$ cat src/rtl/regfile_pkg.sv
// regfile_pkg: shared constants and types for the multi-port register file.
//   DEF_DW / DEF_DEPTH / DEF_NRD : default data width, register count, read ports
//   clr_state_t                  : clear-sweep FSM state encoding (IDLE=0, SWEEP=1)
package regfile_pkg;

  localparam int DEF_DW    = 32;
  localparam int DEF_DEPTH = 32;
  localparam int DEF_NRD   = 2;

  typedef enum logic {
    IDLE  = 1'b0,
    SWEEP = 1'b1
  } clr_state_t;

endpackage

$ cat src/rtl/regfile_clr_fsm.sv
// regfile_clr_fsm: walks a pointer over every register, one per cycle, so the
// parent can zero the array after a clr_start pulse.
//   clk, reset        : clock, asynchronous active-high reset
//   clr_start         : one-cycle request to start a sweep (ignored while busy)
//   clr_busy          : high for exactly DEPTH cycles while sweeping
//   clr_we / clr_addr : zero-write strobe and target register for this cycle
module regfile_clr_fsm
  import regfile_pkg::*;
#(
  parameter int DEPTH = DEF_DEPTH,
  parameter int AW    = (DEPTH > 1) ? $clog2(DEPTH) : 1
) (
  input  logic          clk,
  input  logic          reset,
  input  logic          clr_start,
  output logic          clr_busy,
  output logic          clr_we,
  output logic [AW-1:0] clr_addr
);

  localparam logic [AW-1:0] LAST = AW'(DEPTH - 1);

  clr_state_t    state, state_n;
  logic [AW-1:0] ptr, ptr_n;

  always_ff @(posedge clk or posedge reset) begin
    if (reset) begin
      state <= IDLE;
      ptr   <= '0;
    end else begin
      state <= state_n;
      ptr   <= ptr_n;
    end
  end

  always_comb begin
    state_n = state;
    ptr_n   = ptr;
    case (state)
      IDLE: begin
        if (clr_start) begin
          state_n = SWEEP;
          ptr_n   = '0;
        end
      end
      SWEEP: begin
        // The last entry is still written this cycle; leave afterwards.
        if (ptr == LAST) begin
          state_n = IDLE;
          ptr_n   = '0;
        end else begin
          ptr_n = ptr + AW'(1);
        end
      end
    endcase
  end

  assign clr_busy = (state == SWEEP);
  assign clr_we   = clr_busy;
  assign clr_addr = ptr;

endmodule

$ cat src/rtl/regfile_mp.sv
// regfile_mp: register file with NRD combinational read ports, two write
// ports (port 1 wins on conflict), optional write-to-read bypass, optional
// hard-wired zero register, and a sweep that clears every entry.
//   clk, reset                 : clock, asynchronous active-high reset
//   raddr / rdata              : packed read addresses / read data, port i at [i*W +: W]
//   we0/waddr0/wdata0          : write port 0
//   we1/waddr1/wdata1          : write port 1
//   clr_start / clr_busy       : start a clear sweep / sweep in progress
//   wr_drop                    : one-cycle pulse after a write was discarded
module regfile_mp
  import regfile_pkg::*;
#(
  parameter int DW      = DEF_DW,
  parameter int DEPTH   = DEF_DEPTH,
  parameter int NRD     = DEF_NRD,
  parameter int BYPASS  = 1,
  parameter int ZERO_R0 = 1,
  localparam int AW     = (DEPTH > 1) ? $clog2(DEPTH) : 1
) (
  input  logic              clk,
  input  logic              reset,
  input  logic [NRD*AW-1:0] raddr,
  output logic [NRD*DW-1:0] rdata,
  input  logic              we0,
  input  logic [AW-1:0]     waddr0,
  input  logic [DW-1:0]     wdata0,
  input  logic              we1,
  input  logic [AW-1:0]     waddr1,
  input  logic [DW-1:0]     wdata1,
  input  logic              clr_start,
  output logic              clr_busy,
  output logic              wr_drop
);

  function automatic logic in_range(input logic [AW-1:0] a);
    return 32'(a) < DEPTH;
  endfunction

  function automatic logic is_r0(input logic [AW-1:0] a);
    return (ZERO_R0 != 0) && (a == '0);
  endfunction

  logic [DW-1:0] mem [DEPTH];
  logic          clr_we;
  logic [AW-1:0] clr_addr;
  logic          wv0, wv1, drop_n;

  regfile_clr_fsm #(.DEPTH(DEPTH), .AW(AW)) u_clr (
    .clk      (clk),
    .reset    (reset),
    .clr_start(clr_start),
    .clr_busy (clr_busy),
    .clr_we   (clr_we),
    .clr_addr (clr_addr)
  );

  // Writes to r0 (when hard-wired) vanish silently; out-of-range addresses
  // and anything arriving during a sweep are reported via wr_drop.
  assign wv0    = we0 && !clr_busy && in_range(waddr0) && !is_r0(waddr0);
  assign wv1    = we1 && !clr_busy && in_range(waddr1) && !is_r0(waddr1);
  assign drop_n = (we0 && (clr_busy || !in_range(waddr0))) ||
                  (we1 && (clr_busy || !in_range(waddr1)));

  always_ff @(posedge clk or posedge reset) begin
    if (reset) wr_drop <= 1'b0;
    else       wr_drop <= drop_n;
  end

  always_ff @(posedge clk or posedge reset) begin
    if (reset) begin
      for (int i = 0; i < DEPTH; i++) mem[i] <= '0;
    end else begin
      for (int i = 0; i < DEPTH; i++) begin
        if (clr_we && clr_addr == AW'(i))     mem[i] <= '0;
        else if (wv1 && waddr1 == AW'(i))     mem[i] <= wdata1;
        else if (wv0 && waddr0 == AW'(i))     mem[i] <= wdata0;
      end
    end
  end

  for (genvar p = 0; p < NRD; p++) begin : g_rd
    logic [AW-1:0] a;
    logic [DW-1:0] rd;
    assign a = raddr[p*AW +: AW];
    // Forwarding is suppressed during a sweep, when no user write commits.
    always_comb begin
      rd = '0;
      if (!in_range(a) || is_r0(a))                       rd = '0;
      else if ((BYPASS != 0) && !clr_busy && wv1 && waddr1 == a) rd = wdata1;
      else if ((BYPASS != 0) && !clr_busy && wv0 && waddr0 == a) rd = wdata0;
      else                                                rd = mem[a];
    end
    assign rdata[p*DW +: DW] = rd;
  end

endmodule
$ cat config.mk
export PLATFORM = sky130hd
export DESIGN_NAME = regfile_mp
export DESIGN_NICKNAME = d
export VERILOG_FILES = /design/src/rtl/regfile_pkg.sv /design/src/rtl/regfile_clr_fsm.sv /design/src/rtl/regfile_mp.sv
export SDC_FILE = /design/constraint.sdc
export NUM_CORES = 2
export LEC_CHECK = 0
export BUFFER_PORTS_ARGS = -buffer_cell sky130_fd_sc_hd__clkbuf_2
export CAP_MARGIN = 20
export CORE_MARGIN = 3
export CORE_UTILIZATION = 50
export DETAILED_ROUTE_END_ITERATION = 12
export GPL_ROUTABILITY_DRIVEN = 1
export PLACE_DENSITY = 0.72
export SLEW_MARGIN = 20
export SYNTH_ARGS = -nofsm -noshare
export SYNTH_HDL_FRONTEND = slang
export SYNTH_SLANG_ARGS = --single-unit
$ cat constraint.sdc
create_clock -name clk -period 59.9 [get_ports clk]
set_input_delay 8.985 -clock clk [delete_from_list [all_inputs] [get_ports clk]]
set_output_delay 8.985 -clock clk [all_outputs]
set_load 0.02 [all_outputs]
# Word-level counts from Yosys, hierarchy flattened
# Cells that the tools add are included.
# classes
addsub	1
n_lt_le_gt_ge	2
n_mux	114
n_eq_ne	98
reduce_logical	149
bitwise	3
# ops
operator	count
$mux 32	106
$bmux 32 s5	2
$eq 5x5->1 const B	48
$eq 5x4->1 const B	24
$logic_and 1x1->1	108
$reduce_bool 3->1	32
$eq 5x3->1 const B	12
$eq 5x2->1 const B	6
$logic_not 5->1	5
$eq 5x5->1	4
$eq 5x1->1 const B	3
$ge 6x6->1 const B	2
$not 5->6	2
$mux 5	2
$pmux 5 s2	1
$add 5x1->5 const B	1
$logic_not 1->1	3
$mux 1	2
$ne 2x2->1 const B	1
$pmux 1 s2	1
$logic_or 1x1->1	1
$not 1->1	1
# word_totals
regBits	1031
out_inout_bits	66
word_cells	402

# Logic depth before layout (Yosys ltp)
# depth
depth_word	8
depth_mapped	9
mapped_depth_nobuf	5

# Cells and area by module
# Synthesis repeated with hierarchy kept, for this count alone.
# hier_totals
hier_cells	6011
hier_area_um2	65955.8
# modules_own_cells
mod	area_per_inst_um2	cells_each	seq_area_each_um2	n_inst
regfile_mp	65624.2	5979	25649.6	1
regfile_clr_fsm	331.6	32	150.1	1

# Worst setup path before layout
# Ideal clock, no wire load.
# synth_path
path_kind	in2out
from	input waddr0[3]
to	output rdata[1]
path_stages	8
path_slack_ns	39.880
path_buffers	3
arrival_time_ns	11.035
cell_sequence	clkbuf_1 > xnor2_1 > nand3_1 > nor4_4 > buf_6 > buf_2 > a21oi_1 > a221oi_1
# synth_via
elab_chain_cells	8
word_cells_on_any_way	9
classes_between	eq/ne (1); mux (3); reduce/logical (5)
# synth_lines
item	line	text
from (decl)	regfile_mp.sv:25	input logic [AW-1:0] waddr0,
$logic_not 5->1	regfile_mp.sv:40	return (ZERO_R0 != 0) && (a == '0);
$logic_not 1->1	regfile_mp.sv:59	assign wv0 = we0 && !clr_busy && in_range(waddr0) && !is_r0(waddr0);
$logic_and 1x1->1	regfile_mp.sv:59	
$logic_and 1x1->1	regfile_mp.sv:90	else if ((BYPASS != 0) && !clr_busy && wv0 && waddr0 == a) rd = wdata0;
$logic_and 1x1->1 *	regfile_mp.sv:90	
$mux 32 *	regfile_mp.sv:90	
$mux 32 *	regfile_mp.sv:89	else if ((BYPASS != 0) && !clr_busy && wv1 && waddr1 == a) rd = wdata1;
$mux 32 *	regfile_mp.sv:88	if (!in_range(a) || is_r0(a)) rd = '0;
to (decl)	regfile_mp.sv:23	output logic [NRD*DW-1:0] rdata,
# Mark *: on every way between the ends. The rest lies on a longest branch, timed or not.

# Worst setup path in the final report
# layout_path
from	input raddr[1]
to	output rdata[19]
# layout_via
elab_chain_cells	7
word_cells_on_any_way	12
classes_between	eq/ne (2); mux (6); bitwise (1); reduce/logical (3)
# layout_lines
item	line	text
from (decl)	regfile_mp.sv:22	input logic [NRD*AW-1:0] raddr,
$not 5->6 (implied by the code)	regfile_mp.sv:91	else rd = mem[a];
$bmux 32 s5	regfile_mp.sv:91	
$mux 32 (implied by the code) (2 in series)	regfile_mp.sv:91	
$mux 32	regfile_mp.sv:90	
$mux 32	regfile_mp.sv:89	
$mux 32 *	regfile_mp.sv:88	
# Mark *: on every way between the ends. The rest lies on a longest branch, timed or not. The select of a mux whose other input is x is not followed.

==> results_dict.tcl <==
set metrics [dict create \
    min_to "mem[952]$_DFFE_PP0P_" \
    synth-adder-area-share_pct 0.114 \
    clk_pin_slew_worst_paths_ns 0.06 \
    coreArea_mm2 0.130 \
    status "finished, final reports clean" \
    path_class "input pin to output port" \
    power_mw 2.51 \
    worstHoldStart "mem[952]$_DFFE_PP0P_" \
    cp_slowest_cell "buf_4" \
    fillers 10953 \
    synth_commonest_cells "dfrtp_1 (1031), o2bb2ai_1 (992), mux2i_1 (985), clkbuf_1 (568), nor2_1 (397)" \
    cts_hold_buf 0 \
    path_max_fanout 81 \
    synth_seq_cells 1031 \
    ant_nets 0 \
    antenna_found_initial 30 \
    worst_pin_slew_ns 1.27 \
    placed_cell_area_mm2 0.0675 \
    port_buffers 154 \
    synth_top_family_by_area "multiplexers" \
    grt_pass1_wl_mm 401 \
    vdd_drop_max_mv 0.0249 \
    grt_usage_pct 40.1 \
    synth_compound_area_share_pct 22.3 \
    rsz0062_at_grt "no" \
    via_per_inst 7.76 \
    postSynthAreaPerCell_um2 10.8 \
    fin_crit_ns 22.66 \
    routed_wl_mm 281 \
    synth_top_cell_area_share_pct 39.2 \
    crit_family "buffers and inverters" \
    drv_cap 0 \
    worst-endpoint-required_ns 50.92 \
    grt_pass1_vias 56107 \
    synth_ff_type "dfrtp_1" \
    drt_iter0_drc 10263 \
    htree_levels 3 \
    r2r_cells 9 \
    cp.arrival_ns 13.67 \
    drc 0 \
    cts-buffers-inserted 109 \
    synth_most_common_cell "dfrtp_1" \
    synth_nets 6175 \
    die_y_um 369 \
    initial_core_util_pct 50.6 \
    tritoncts "done" \
    area_delta_synth_final_pct 8.19 \
    dp_hpwl_mm 159 \
    maxSlewViolCount 0 \
    finalClockSkew_ns 0.0262 \
    fin_area_mm2 0.0713 \
    crit_chain "buf_8, buf_4, buf_4, mux2i_1, a22oi_1, nand4_1, or4_1, a221oi_2, clkbuf_2" \
    drive_gt1_share_pct 17.9 \
    clock_latency_ns 0.76 \
    async_reset_ff_share_pct 100 \
    slew_headroom_pct 15.1 \
    hold_viol 0 \
    post-cts-setup-buffer-count 0 \
    critPathMaxStageDelay_ns 0.94 \
    synth.distinct_cells 66 \
    firstDrtPassIters 10 \
    crit_top_cell "buf_4" \
    hold-path-cell-count 1 \
    synth_area_leaders "dfrtp_1 (39%), mux2i_1 (15%), o2bb2ai_1 (13%)" \
    synthesis.area_mm2 0.0659 \
    yosysWarningCount 0 \
    die_w_um 369 \
    cp-end-kind "output port" \
    synth_seq_area_share_pct 39.2 \
    synth_mux_area_share_pct 26.1 \
    syn_inst 6080 \
    cts.sinks 1031 \
    wl_per_cell_um 37.4 \
    fmax_mhz 44.1 \
    cts_buffer_depth 3 \
    hp-class "register to register" \
    num_rows 132 \
    synth-edff-count 0 \
    finalCritPeriodShare_pct 37.8 \
    yosys.area.top_type "dfrtp_1" \
    grt_max_degree 169 \
    root_buffer "clkbuf_16" \
    setup_violations 0 \
    overflow 0 \
    leakage_nw 33.7 \
    fin_nets 5760 \
    powerDensity_mw_per_mm2 35.2 \
    ff2ff_setup_slack_ns 55.54 \
    rr_startpoint "u_clr.clr_busy$_DFF_PP0_" \
    yosys.area_share.simple_pct 6.44 \
    worst-path-buf-inv 4 \
    synth-xor-area-share_pct 0.292 \
    cts.repair.resized 0 \
    die_area_mm2 0.136 \
    tns_ns 0 \
    io_pins 155 \
    cp-start-kind "input pin" \
    r2r-end "mem[856]$_DFFE_PP0P_" \
    gp_congestion 0.987 \
    vias 58380 \
]
==> power by group <==
part	internal [mW]	total (mW)	switching (mW)
Clock	0.410	0.723	0.313
Combinational	0.335	0.715	0.379
Sequential	0.895	1.08	0.181
==> per-layer routing <==
layer | routed length [µm] | track usage, %
met1 | 98600 | 51.0
met2 | 112000 | 54.0
met3 | 50000 | 20.1
met4 | 20700 | 24.4
met5 | 236 | 0.427
==> area by class of cell <==
| type | instances | area, µm² | share of cell area [%] |
|---|---|---|---|
| inverter | 43 | 169 | 0.237 |
| multi-input combinational | 4172 | 37300 | 52.3 |
| sequential | 1031 | 25800 | 36.2 |
| clock buffer | 159 | 3210 | 4.50 |
| tap | 1742 | 2180 | 3.06 |
| timing repair buffer | 308 | 2070 | 2.90 |
| antenna | 20 | 50.0 | 0.0702 |
| clock inverter | 45 | 495 | 0.695 |
==> sequential cells by signal, summed over array words and instances (netlist names) <==
name            count
u_clr.clr_addr      5
u_clr.clr_busy      1
mem              1024
wr_drop             1
==> logic make-up after synthesis <==
group / after synthesis
adder cells (fa/ha/maj): 6
XOR/XNOR: 22
flip-flops: 1031
AND/OR/NAND/NOR: 855
multiplexers: 1373
AO/OA/AOI/OAI: 1916
buffers and inverters: 877
==> how the worst max path moves through the flow <==
stage	startpoint	end	slack, ns	cells after the start
floorplan	reset	mem[0]$_DFFE_PP0P_	21.90	1
global placement	raddr[1]	rdata[31]	37.48	9
detailed placement	raddr[1]	rdata[31]	37.47	9
CTS	raddr[1]	rdata[31]	37.47	9
global route	raddr[1]	rdata[19]	37.23	9
finish	raddr[1]	rdata[19]	37.24	9
==> through the flow <==
stage | utilization, % | std cells | hold slack (ns) | setup WS (ns)
2_1_floorplan | - | 6080 | 0.465 | 21.90
3_3_place_gp | 51.8 | 7294 | 0.483 | 37.48
3_5_place_dp | 51.8 | 7294 | 0.488 | 37.47
4_1_cts | 54.7 | 7498 | 0.505 | 37.47
5_1_grt | 54.8 | 7509 | 0.514 | 37.23
6_report | 54.8 | 7520 | 0.507 | 37.24
==> layout by cell type (no fill, tap or decap), drive strengths merged, types with 5 or more instances in the layout <==
master / count
clkinv: 27
nor2b: 70
o22ai: 126
xnor2: 15
mux2: 125
o2bb2ai: 992
a31oi: 35
nand2: 58
xor2: 7
mux2i: 985
clkinvlp: 6
a21boi: 38
o21a: 10
and3: 7
nor3: 65
bufinv: 9
nor4bb: 5
buf: 158
a22o: 31
a21oi: 354
clkbuf: 309
or4: 33
nor2: 397
inv: 46
ha: 6
o21ai: 64
nand2b: 6
a22oi: 124
diode: 20
nand4: 63
mux4: 263
a211oi: 95
a221oi: 31
nand3: 42
dfrtp: 1031
and2: 77
No activity file was read; power rests on OpenSTA's default activity.
